$ cat config.mk
export PLATFORM = sky130hd
export DESIGN_NAME = mem_access_unit_flat
export DESIGN_NICKNAME = d
export VERILOG_FILES = /design/src/rtl/mem_pkg.sv /design/src/rtl/mem_access_unit_if.sv /design/src/rtl/load_align.sv /design/src/rtl/mem_access_unit.sv /design/src/flat_wrapper.sv
export SDC_FILE = /design/constraint.sdc
export NUM_CORES = 1
export LEC_CHECK = 0
export ABC_AREA = 1
export CAP_MARGIN = 15
export CORE_MARGIN = 2
export CORE_UTILIZATION = 35
export DETAILED_ROUTE_END_ITERATION = 16
export DONT_BUFFER_PORTS = 1
export PLACE_DENSITY_LB_ADDON = 0.05
export SYNTH_ARGS = -nofsm -noshare
export SYNTH_HDL_FRONTEND = slang
export SYNTH_SLANG_ARGS = --single-unit
export TNS_END_PERCENT = 30
$ cat constraint.sdc
create_clock -name clk -period 2.5 [get_ports clk]
set_clock_uncertainty 0.1 [all_clocks]
set_input_delay 0.125 -clock clk [delete_from_list [all_inputs] [get_ports clk]]
set_output_delay 0.125 -clock clk [all_outputs]
set_load 0.005 [all_outputs]
$ cat src/rtl/mem_pkg.sv
// mem_pkg: size encodings, FSM state type and byte-enable constants shared by the access unit
package mem_pkg;
  localparam logic [1:0] SZ_B = 2'b00;
  localparam logic [1:0] SZ_H = 2'b01;
  localparam logic [1:0] SZ_W = 2'b10;
  localparam logic [1:0] SZ_R = 2'b11;
  typedef logic [2:0] state_t;
  localparam state_t IDLE = 3'd0;
  localparam state_t WR   = 3'd1;
  localparam state_t RD   = 3'd2;
  localparam state_t CAP  = 3'd3;
  localparam state_t RESP = 3'd4;
  localparam logic [3:0] BE_NONE = 4'b0000;
  localparam logic [3:0] BE_HI   = 4'b1100;
  localparam logic [3:0] BE_LO   = 4'b0011;
  localparam logic [3:0] BE_ALL  = 4'b1111;
  localparam logic [3:0] BE_B0   = 4'b1000;
  // big-endian lanes: offset 0 owns bits 31:24, so a byte lane walks down from bit 3
  function automatic logic [3:0] be_of(input logic [1:0] size, input logic [1:0] off);
    return size == SZ_W ? BE_ALL : size == SZ_H ? (off[1] ? BE_LO : BE_HI) : size == SZ_B ? BE_B0 >> off : BE_NONE;
  endfunction
endpackage

$ cat src/rtl/mem_access_unit_if.sv
// mem_access_unit_if: CPU request/response and data-memory signals of the access unit
interface mem_access_unit_if;
  logic        req_valid;
  logic        req_ready;
  logic        req_we;
  logic [1:0]  req_size;
  logic        req_uns;
  logic [31:0] req_addr;
  logic [31:0] req_wdata;
  logic        resp_valid;
  logic [31:0] resp_rdata;
  logic        resp_err;
  logic        mem_en;
  logic        mem_we;
  logic [3:0]  mem_be;
  logic [10:0] mem_addr;
  logic [31:0] mem_wdata;
  logic [31:0] mem_rdata;
  modport slave (
    input  req_valid, req_we, req_size, req_uns, req_addr, req_wdata, mem_rdata,
    output req_ready, resp_valid, resp_rdata, resp_err, mem_en, mem_we, mem_be, mem_addr, mem_wdata
  );
  modport master (
    output req_valid, req_we, req_size, req_uns, req_addr, req_wdata, mem_rdata,
    input  req_ready, resp_valid, resp_rdata, resp_err, mem_en, mem_we, mem_be, mem_addr, mem_wdata
  );
endinterface

$ cat src/rtl/load_align.sv
// load_align: picks the addressed big-endian lane(s) of a memory word and extends them to 32 bits
module load_align
  import mem_pkg::*;
(
  input  logic [31:0] word,
  input  logic [1:0]  size,
  input  logic [1:0]  off,
  input  logic        uns,
  output logic [31:0] data
);
  logic [7:0]  b;
  logic [15:0] h;
  assign b = 8'(word >> {~off, 3'b000});
  assign h = off[1] ? word[15:0] : word[31:16];
  assign data = size == SZ_B ? {{24{b[7] & ~uns}}, b} : size == SZ_H ? {{16{h[15] & ~uns}}, h} : word;
endmodule

$ cat src/rtl/mem_access_unit.sv
// mem_access_unit: single-outstanding load/store unit between a CPU request port and a word-wide data memory
module mem_access_unit
  import mem_pkg::*;
(
  input  logic clk,
  input  logic rst,
  mem_access_unit_if.slave bus
);
  state_t      state;
  logic        we_q, uns_q, err_q, bad, acc, accept;
  logic [1:0]  size_q;
  logic [12:0] addr_q;
  logic [31:0] wdata_q, rdata_q, aligned;
  assign accept = state == IDLE && bus.req_valid;
  assign bad = bus.req_size == SZ_R || |bus.req_addr[31:13]
             || (bus.req_size == SZ_H && bus.req_addr[0])
             || (bus.req_size == SZ_W && |bus.req_addr[1:0]);
  load_align u_align (
    .word(bus.mem_rdata),
    .size(size_q),
    .off (addr_q[1:0]),
    .uns (uns_q),
    .data(aligned)
  );
  always_ff @(posedge clk or posedge rst) begin
    if (rst) begin
      state   <= IDLE;
      we_q    <= 1'b0;
      uns_q   <= 1'b0;
      err_q   <= 1'b0;
      size_q  <= SZ_B;
      addr_q  <= '0;
      wdata_q <= '0;
      rdata_q <= '0;
    end else begin
      if (accept) begin
        we_q    <= bus.req_we;
        uns_q   <= bus.req_uns;
        err_q   <= bad;
        size_q  <= bus.req_size;
        addr_q  <= bus.req_addr[12:0];
        wdata_q <= bus.req_wdata;
      end
      state <= state == IDLE ? (bus.req_valid ? (bad ? RESP : bus.req_we ? WR : RD) : IDLE)
             : state == WR ? RESP : state == RD ? CAP : state == CAP ? RESP : IDLE;
      // response data only changes on the edge into RESP, so it holds between responses
      if ((accept && bad) || state == WR || state == CAP)
        rdata_q <= state == CAP ? aligned : '0;
    end
  end
  assign acc            = state == WR || state == RD;
  assign bus.req_ready  = state == IDLE;
  assign bus.resp_valid = state == RESP;
  assign bus.resp_err   = state == RESP && err_q;
  assign bus.resp_rdata = rdata_q;
  assign bus.mem_en     = acc;
  assign bus.mem_we     = state == WR;
  assign bus.mem_be     = acc ? be_of(size_q, addr_q[1:0]) : BE_NONE;
  assign bus.mem_addr   = acc ? addr_q[12:2] : '0;
  assign bus.mem_wdata  = state != WR ? '0 : size_q == SZ_B ? {4{wdata_q[7:0]}}
                        : size_q == SZ_H ? {2{wdata_q[15:0]}} : wdata_q;
endmodule

$ cat src/flat_wrapper.sv
// flat-port wrapper written by rule: the top's interface ports become plain ports
module mem_access_unit_flat import mem_pkg::*;
  (clk, rst, bus_req_valid, bus_req_we, bus_req_size, bus_req_uns, bus_req_addr, bus_req_wdata, bus_mem_rdata, bus_req_ready, bus_resp_valid, bus_resp_rdata, bus_resp_err, bus_mem_en, bus_mem_we, bus_mem_be, bus_mem_addr, bus_mem_wdata);
  mem_access_unit_if bus_i ();
  input  logic clk;
  input  logic rst;
  input wire logic [$bits(bus_i.req_valid)-1:0] bus_req_valid;
  input wire logic [$bits(bus_i.req_we)-1:0] bus_req_we;
  input wire logic [$bits(bus_i.req_size)-1:0] bus_req_size;
  input wire logic [$bits(bus_i.req_uns)-1:0] bus_req_uns;
  input wire logic [$bits(bus_i.req_addr)-1:0] bus_req_addr;
  input wire logic [$bits(bus_i.req_wdata)-1:0] bus_req_wdata;
  input wire logic [$bits(bus_i.mem_rdata)-1:0] bus_mem_rdata;
  output wire logic [$bits(bus_i.req_ready)-1:0] bus_req_ready;
  output wire logic [$bits(bus_i.resp_valid)-1:0] bus_resp_valid;
  output wire logic [$bits(bus_i.resp_rdata)-1:0] bus_resp_rdata;
  output wire logic [$bits(bus_i.resp_err)-1:0] bus_resp_err;
  output wire logic [$bits(bus_i.mem_en)-1:0] bus_mem_en;
  output wire logic [$bits(bus_i.mem_we)-1:0] bus_mem_we;
  output wire logic [$bits(bus_i.mem_be)-1:0] bus_mem_be;
  output wire logic [$bits(bus_i.mem_addr)-1:0] bus_mem_addr;
  output wire logic [$bits(bus_i.mem_wdata)-1:0] bus_mem_wdata;
  assign bus_i.req_valid = bus_req_valid;
  assign bus_i.req_we = bus_req_we;
  assign bus_i.req_size = bus_req_size;
  assign bus_i.req_uns = bus_req_uns;
  assign bus_i.req_addr = bus_req_addr;
  assign bus_i.req_wdata = bus_req_wdata;
  assign bus_i.mem_rdata = bus_mem_rdata;
  assign bus_req_ready = bus_i.req_ready;
  assign bus_resp_valid = bus_i.resp_valid;
  assign bus_resp_rdata = bus_i.resp_rdata;
  assign bus_resp_err = bus_i.resp_err;
  assign bus_mem_en = bus_i.mem_en;
  assign bus_mem_we = bus_i.mem_we;
  assign bus_mem_be = bus_i.mem_be;
  assign bus_mem_addr = bus_i.mem_addr;
  assign bus_mem_wdata = bus_i.mem_wdata;
  mem_access_unit u_core (.clk(clk), .rst(rst), .bus(bus_i));
endmodule
==> results of run 1 <==
-- metal layers --
metal  vias to the layer above  part of all wire, %  GRT usage, %
li1                       2259                    -             -
met1                      2214                   43          27.7
met2                       153                   47          36.6
met3                        17                  7.8          8.32
met4                         0                  1.8          5.96
met5                         -                    0             0
-- flip-flops by register name, indices dropped and copies added (netlist names) --
name and count:
u_core.addr_q 13, u_core.wdata_q 32, u_core.bus.resp_rdata 32, u_core.uns_q 1, u_core.size_q 2, u_core.state 3
u_core.err_q 1
-- power groups by stage --
stage	registers [W]	clock network (W)	logic, W
CTS	0.00153	0.00162	0.000784
global placement	0.00155	0	0.000638
finish	0.00153	0.00157	0.000778
detailed placement	0.00155	0	0.000643
floorplan	0.00152	0	0.000535
global route	0.00154	0.00168	0.000889
-- cell type report --
class	count	area share (%)
inverter	63	4.05
clock buffer	10	3.98
sequential	84	35.0
timing repair buffer	95	15.9
tap	176	3.67
clock inverter	6	1.86
multi-input combinational	488	35.5
-- cell families after synthesis --
logic type      after synthesis
flops                        84
simple gates                402
buf+inv                     102
compound gates               86
-- worst paths after layout --
| path | slack [ps] | to |
|---|---|---|
| worst max-delay path | 180 | u_core.bus.resp_rdata[0] |
| worst min-delay path | 30 | u_core.bus.resp_rdata[14] |
| worst max register to register | 180 | u_core.bus.resp_rdata[0] |
| worst min register to register | 380 | u_core.wdata_q[21] |
| max in group asynchronous | 1400 | u_core.bus.resp_rdata[30] |
| min in group asynchronous | 200 | u_core.addr_q[10] |
-- stage by stage --
step           power [W]  hold WS, ps
6_report         0.00388         27.1
5_1_grt          0.00411         18.1
4_1_cts          0.00393         1.92
3_5_place_dp     0.00219         11.6
3_3_place_gp     0.00219         10.7
2_1_floorplan    0.00206          135
-- worst reg2reg max path, cell delays in order (launching register included) --
cell and delay [ps]:
dfrtp_1 410, buf_4 240, nor2_2 300, nand2_4 200
nor2_1 140, nor2_1 50, nand2_1 60, nand2_1 50
dlygate4sd3_1 550, nand2_1 60, nand2_1 50
-- what timing repair did --
action,CTS,global route
gates resized for setup,0,1
setup endpoints to repair,0,2
hold endpoints to repair,112,0
hold buffers,86,0
buffers inserted,0,0
-- placed cells by master, fill, tap and decap left out, drive strengths merged --
| master | n |
|---|---|
| a21oi | 21 |
| a22oi | 4 |
| buf | 9 |
| bufinv | 3 |
| clkbuf | 10 |
| clkinv | 3 |
| clkinvlp | 1 |
| dfrtp | 84 |
| dlygate4sd3 | 86 |
| inv | 62 |
| nand2 | 215 |
| nand3 | 76 |
| nand4 | 2 |
| nor2 | 103 |
| nor3 | 3 |
| nor4 | 1 |
| o211ai | 7 |
| o21ai | 53 |
| o21bai | 1 |
| or2 | 2 |
==> results.sh, run 1 <==
export IMPL_outcome="complete, no violations"
export IMPL_grt_start_max_net_pins=52
export IMPL_register_area_um2=2100
export IMPL_seqPwrFrac_pct=39.4
export IMPL_synth_most_common_cell="nand2_1"
export IMPL_crit_arrival_ps=2450
export IMPL_cp_slowest_cell="dlygate4sd3_1"
export IMPL_cts_htree_levels=3
export IMPL_hold_path_class="in -> reg"
export IMPL_synth_fp_nets=777
export IMPL_ys_ff_latch=84
export IMPL_synth_edf_count=0
export IMPL_drt_total_wl_um=15300
export IMPL_synthMuxAreaShare_pct=0
export IMPL_synth_area_leaders="dfrtp_1, nand2_1, nand3_1"
export IMPL_synth_top_area_share_pct=44.8
export IMPL_max_clock_path_buffers=2
export IMPL_path_depth=10
export IMPL_max_slew_worst_pin_slew_ps=752
export IMPL_clock_latency_ps=340
export IMPL_cp_max_fo=25
export IMPL_p_leak_nw=3.02
export IMPL_post_place_ws_ps=605
export IMPL_drtAntennaViolNets=0
export IMPL_die_x_um=120
export IMPL_synth_compound_area_share_pct=9.90
export IMPL_synth_top_family_by_area="simple AND/OR/NAND/NOR gates"
export IMPL_wl_per_cell_um=16.6
export IMPL_hold_viol=0
export IMPL_p_sw_w=0.00111
export IMPL_multiInputGateArea_um2=2130
export IMPL_final_cell_area_um2=6000
export IMPL_post_route_period_util_pct=92.6
export IMPL_post_place_cells=820
export IMPL_initialDrtViolationCount=242
export IMPL_power_density_nw_per_um2=646
export IMPL_utilization_pct=45.7
export IMPL_synth_top_cells_by_count="nand2_1, nor2_1, dfrtp_1"
export IMPL_core_um2=13100
export IMPL_numCtsBuffers=9
export IMPL_grt_pass1_wl_um=25100
export IMPL_switching_share_pct=28.6
export IMPL_cp_required_ps=2630
export IMPL_overflow=0
export IMPL_p_int_w=0.00277
export IMPL_clock_sinks=84
export IMPL_synthSimpleGateAreaFrac_pct=35.4
export IMPL_ios=187
export IMPL_max_freq_mhz=432
export IMPL_yosysSeqAreaShare_pct=44.8
export IMPL_grt_setup_unrepaired="false"
export IMPL_synth_top_cell_by_area="dfrtp_1"
export IMPL_via_per_inst=5.04
export IMPL_ys_flop_type="dfrtp_1"
export IMPL_hp_start="bus_mem_rdata[14]"
export IMPL_grt_use_total_pct=22.3
export IMPL_place_congestion=0.845
export IMPL_worstSetupStartpoint="u_core.size_q[1]"
export IMPL_finish_cell_count_without_fillers=922
export IMPL_max_slew_margin_rel_pct=49.8
export IMPL_die_height_um=120
export IMPL_synthArstFlopShare_pct=100
export IMPL_setup_viol=0
export IMPL_hold_depth=4
export IMPL_cts_root_buf="clkbuf_16"
export IMPL_grt_pass1_vias=4711
export IMPL_numPortBuffers=0
export IMPL_critical_path_class="reg -> reg"
export IMPL_syn_cell_area_um2=4690
export IMPL_vias=4643
export IMPL_placed_cell_area_um2=4780
export IMPL_ir_drop_v=0.000457
export IMPL_rows=42
export IMPL_synth_cell_types=25
export IMPL_finalCriticalPeriod_ps=2320
export IMPL_synthAdderAreaFrac_pct=0
export IMPL_startpoint_type="register"
export IMPL_start_util_pct=35.7
export IMPL_pwr_share_comb_pct=20.1
export IMPL_clk_pin_slew_ps=60
export IMPL_antenna_found_initial=0
export IMPL_fp_dieArea_um2=14300
export IMPL_layout_drive_gt1_share_pct=5.90
export IMPL_drv_cap=0
export IMPL_synth_xor_area_share_pct=0
export IMPL_synth_cells=674
export IMPL_fin_ws_ps=184
export IMPL_timing_rr_start="u_core.size_q[1]"
export IMPL_slowest_delay_ps=550
export IMPL_drc=0
export IMPL_yosys_warnings=0
export IMPL_crit_family="simple AND/OR/NAND/NOR gates"
export IMPL_tns_ps=0
export IMPL_power_share_clock_pct=40.6
export IMPL_layout_nets=844
export IMPL_cts_tree="yes"
export IMPL_endpoint_kind="register"
export IMPL_syn_area_per_cell_um2=6.95
export IMPL_fillers=1373
export IMPL_reg2reg_depth=10
export IMPL_firstDrtPassIters=4
export IMPL_crit_path_cell_trace="buf_4, nor2_2, nand2_4, nor2_1, nor2_1, nand2_1, nand2_1, dlygate4sd3_1, nand2_1, nand2_1"
export IMPL_critPathBufInv=2
export IMPL_area_growth_pct=28.0
export IMPL_slew_viol_final=0
export IMPL_cpMostUsedCell="nand2_1"
export IMPL_n_antenna_cell=0
export IMPL_post_dp_hpwl_um=10400
No activity file was read; power rests on OpenSTA's default activity.
==> inputs of run 2 (changes only) <==
- ABC_AREA: 1 -> unset
==> run 2 against run 1 <==
  * Total power shrank 7.2%
  * Global-route usage shrank 0.77 points
  * Routed wire length shrank 0.56%
  * Clock power shrank 12%
  * Via count shrank 6.3%
  * Non-clock buffer count shrank 4
  * Sequential power grew 4%
  * Utilization shrank 1.1 points
  * Maximum frequency grew 3.5%
  * Hold slack lost 23 ps
  * Die area grew 0.44%
  * Critical path type is now reg -> out
  * Largest power group is now registers
==> results.sh, run 2 <==
export IMPL_reg2reg_slack_ps=480
export IMPL_synth_area_leaders="dfrtp_1, nand2_1, mux2i_1"
export IMPL_drt_total_wl_um=15200
export IMPL_layout_common_cells="nand2_1, dfrtp_1, dlygate4sd3_1, nor2_1, o21ai_0"
export IMPL_area_growth_pct=25.0
export IMPL_holdPathEnd="u_core.bus.resp_rdata[14]"
export IMPL_reg2reg_depth=4
export IMPL_grt_start_max_net_pins=57
export IMPL_via_per_inst=5.24
export IMPL_overflow=0
export IMPL_hp_start="bus_mem_rdata[14]"
export IMPL_slew_viol_final=0
export IMPL_post_route_period_util_pct=89.5
export IMPL_placed_cell_area_um2=4800
export IMPL_finish_cell_count_without_fillers=830
export IMPL_wl_per_cell_um=18.3
export IMPL_setup_viol=0
export IMPL_power_density_nw_per_um2=612
export IMPL_clock_latency_ps=340
export IMPL_clock_sinks=84
export IMPL_synth_edf_count=0
export IMPL_cp_max_fo=14
export IMPL_initialDrtViolationCount=311
export IMPL_fillers=1333
export IMPL_yosys_warnings=0
export IMPL_synth_top_cell_by_area="dfrtp_1"
export IMPL_firstDrtPassIters=5
export IMPL_layout_drive_gt1_share_pct=6.12
export IMPL_grt_pass1_vias=4360
export IMPL_drtAntennaViolNets=0
export IMPL_synthArstFlopShare_pct=100
export IMPL_yosysSeqAreaShare_pct=44.6
export IMPL_rows=42
export IMPL_grt_use_total_pct=21.5
export IMPL_p_leak_nw=2.64
export IMPL_hold_depth=2
export IMPL_syn_area_per_cell_um2=7.98
export IMPL_startpoint_type="register"
export IMPL_n_antenna_cell=0
export IMPL_post_dp_hpwl_um=10400
export IMPL_outcome="complete, no violations"
export IMPL_max_clock_path_buffers=2
export IMPL_numPortBuffers=0
export IMPL_clk_pin_slew_ps=60
export IMPL_tns_ps=0
export IMPL_final_common_cell="nand2_1"
export IMPL_p_int_w=0.00256
export IMPL_numCtsBuffers=9
export IMPL_drc=0
export IMPL_layout_nets=752
export IMPL_grt_setup_unrepaired="false"
export IMPL_post_cts_buffers=0
export IMPL_reg2reg_to="u_core.bus.resp_rdata[23]"
export IMPL_cp_required_ps=2280
export IMPL_ys_flop_type="dfrtp_1"
export IMPL_die_height_um=120
export IMPL_start_util_pct=35.7
export IMPL_vias=4350
export IMPL_place_congestion=0.879
export IMPL_timing_rr_start="u_core.size_q[0]"
export IMPL_drv_cap=0
export IMPL_core_um2=13200
export IMPL_synth_top_area_share_pct=44.6
export IMPL_p_sw_w=0.00104
export IMPL_cts_root_buf="clkbuf_16"
export IMPL_finalCriticalPeriod_ps=2240
export IMPL_crit_arrival_ps=2010
export IMPL_ys_ff_latch=84
export IMPL_synth_cell_types=41
export IMPL_hold_path_class="in -> reg"
export IMPL_switching_share_pct=28.8
export IMPL_synth_fp_nets=693
export IMPL_hold_viol=0
export IMPL_fp_dieArea_um2=14400
export IMPL_max_freq_mhz=447
export IMPL_ios=187
export IMPL_syn_cell_area_um2=4710
export IMPL_pwr_share_comb_pct=17.5
export IMPL_max_slew_worst_pin_slew_ps=747
export IMPL_synth_cells=590
export IMPL_final_cell_area_um2=5880
export IMPL_synth_most_common_cell="nand2_1"
export IMPL_die_x_um=120
export IMPL_post_place_cells=736
export IMPL_critical_path_class="reg -> out"
export IMPL_power_share_clock_pct=38.4
export IMPL_max_slew_margin_rel_pct=49.8
export IMPL_ir_drop_v=0.000337
export IMPL_cts_tree="yes"
export IMPL_cts_htree_levels=3
export IMPL_antenna_found_initial=0
export IMPL_grt_pass1_wl_um=24100
export IMPL_seqPwrFrac_pct=44.1
export IMPL_endpoint_kind="output pin"
export IMPL_synth_top_cells_by_count="nand2_1, dfrtp_1, nor2_1"
run 2: cell types whose count changed after synthesis, moves of 20 or more:
cell	previous run	this run
nand3_1	76	2
inv_1	59	5
nor2_1	99	46
o21ai_1	33	0
and2_1	0	21
mux2i_1	0	20
run 2: cell families after synthesis:
logic type	count (synthesis)	synth area share, %
AOI/OAI and AO/OA	105	14.0
xor gates and xnor gates	1	0.186
buffers and inverters	49	5.71
DFF	84	44.6
muxes	21	4.49
and+or+nand+nor	330	31.0
run 2: critical path, cell delays in order (launching register included):
cell	delay, ps
dfrtp_1	520
and2b_1	260
nand2b_1	330
buf_4	320
a21oi_1	230
run 2: through the flow:
stage | util, % | total power (W) | setup slack, ps | hold WS (ps)
floorplan | - | 0.00201 | 110 | 130
global placement | 36.4 | 0.00213 | 582 | -36.5
detailed placement | 36.4 | 0.00214 | 510 | -34.4
CTS | 44.6 | 0.00364 | 206 | 1.17
global route | 44.6 | 0.00378 | 121 | 9.70
finish | 44.6 | 0.00360 | 262 | 3.74
run 2: power by group through the flow:
stage | Sequential [W] | Combinational [W] | Clock, W
2_1_floorplan | 0.00154 | 0.000468 | 0
3_3_place_gp | 0.00161 | 0.000524 | 0
3_5_place_dp | 0.00161 | 0.000532 | 0
4_1_cts | 0.00159 | 0.000635 | 0.00141
5_1_grt | 0.00160 | 0.000709 | 0.00147
6_report | 0.00159 | 0.000629 | 0.00138
run 2: what timing repair did:
action	in CTS	in global routing
endpoints found under the hold margin	106	0
hold buffers	78	0
setup endpoints to repair	0	0
gates resized for setup	0	0
run 2: worst max-delay path by stage:
stage                                endpoint             start  slack (ps)  depth (start not counted)
floorplan                    u_core.addr_q[0]               rst         110                          1
global placement    u_core.bus.resp_rdata[23]  u_core.size_q[0]         580                          4
detailed placement  u_core.bus.resp_rdata[23]  u_core.size_q[0]         510                          4
CTS                         bus_mem_wdata[11]   u_core.state[0]         210                          4
global route                 bus_mem_wdata[5]   u_core.state[2]         120                          4
finish                      bus_mem_wdata[11]   u_core.state[0]         260                          4
run 2: final cells by class:
cell class                      count  area (um^2)  area share, %
Clock inverter                      4         47.5          0.808
Clock buffer                       12          256           4.36
Inverter                            6         23.8          0.404
Sequential cell                    84         2100           35.8
Timing Repair Buffer               91          891           15.1
Tap cell                          176          220           3.74
Multi-Input combinational cell    457         2340           39.8
run 2: per-layer routing:
layer | up-vias | global-route usage (%) | share of wire, %
li1 | 2077 | - | -
met1 | 2089 | 28.4 | 44
met2 | 170 | 33.9 | 46
met3 | 14 | 6.46 | 8.2
met4 | 0 | 6.91 | 1.5
met5 | - | 0 | 0
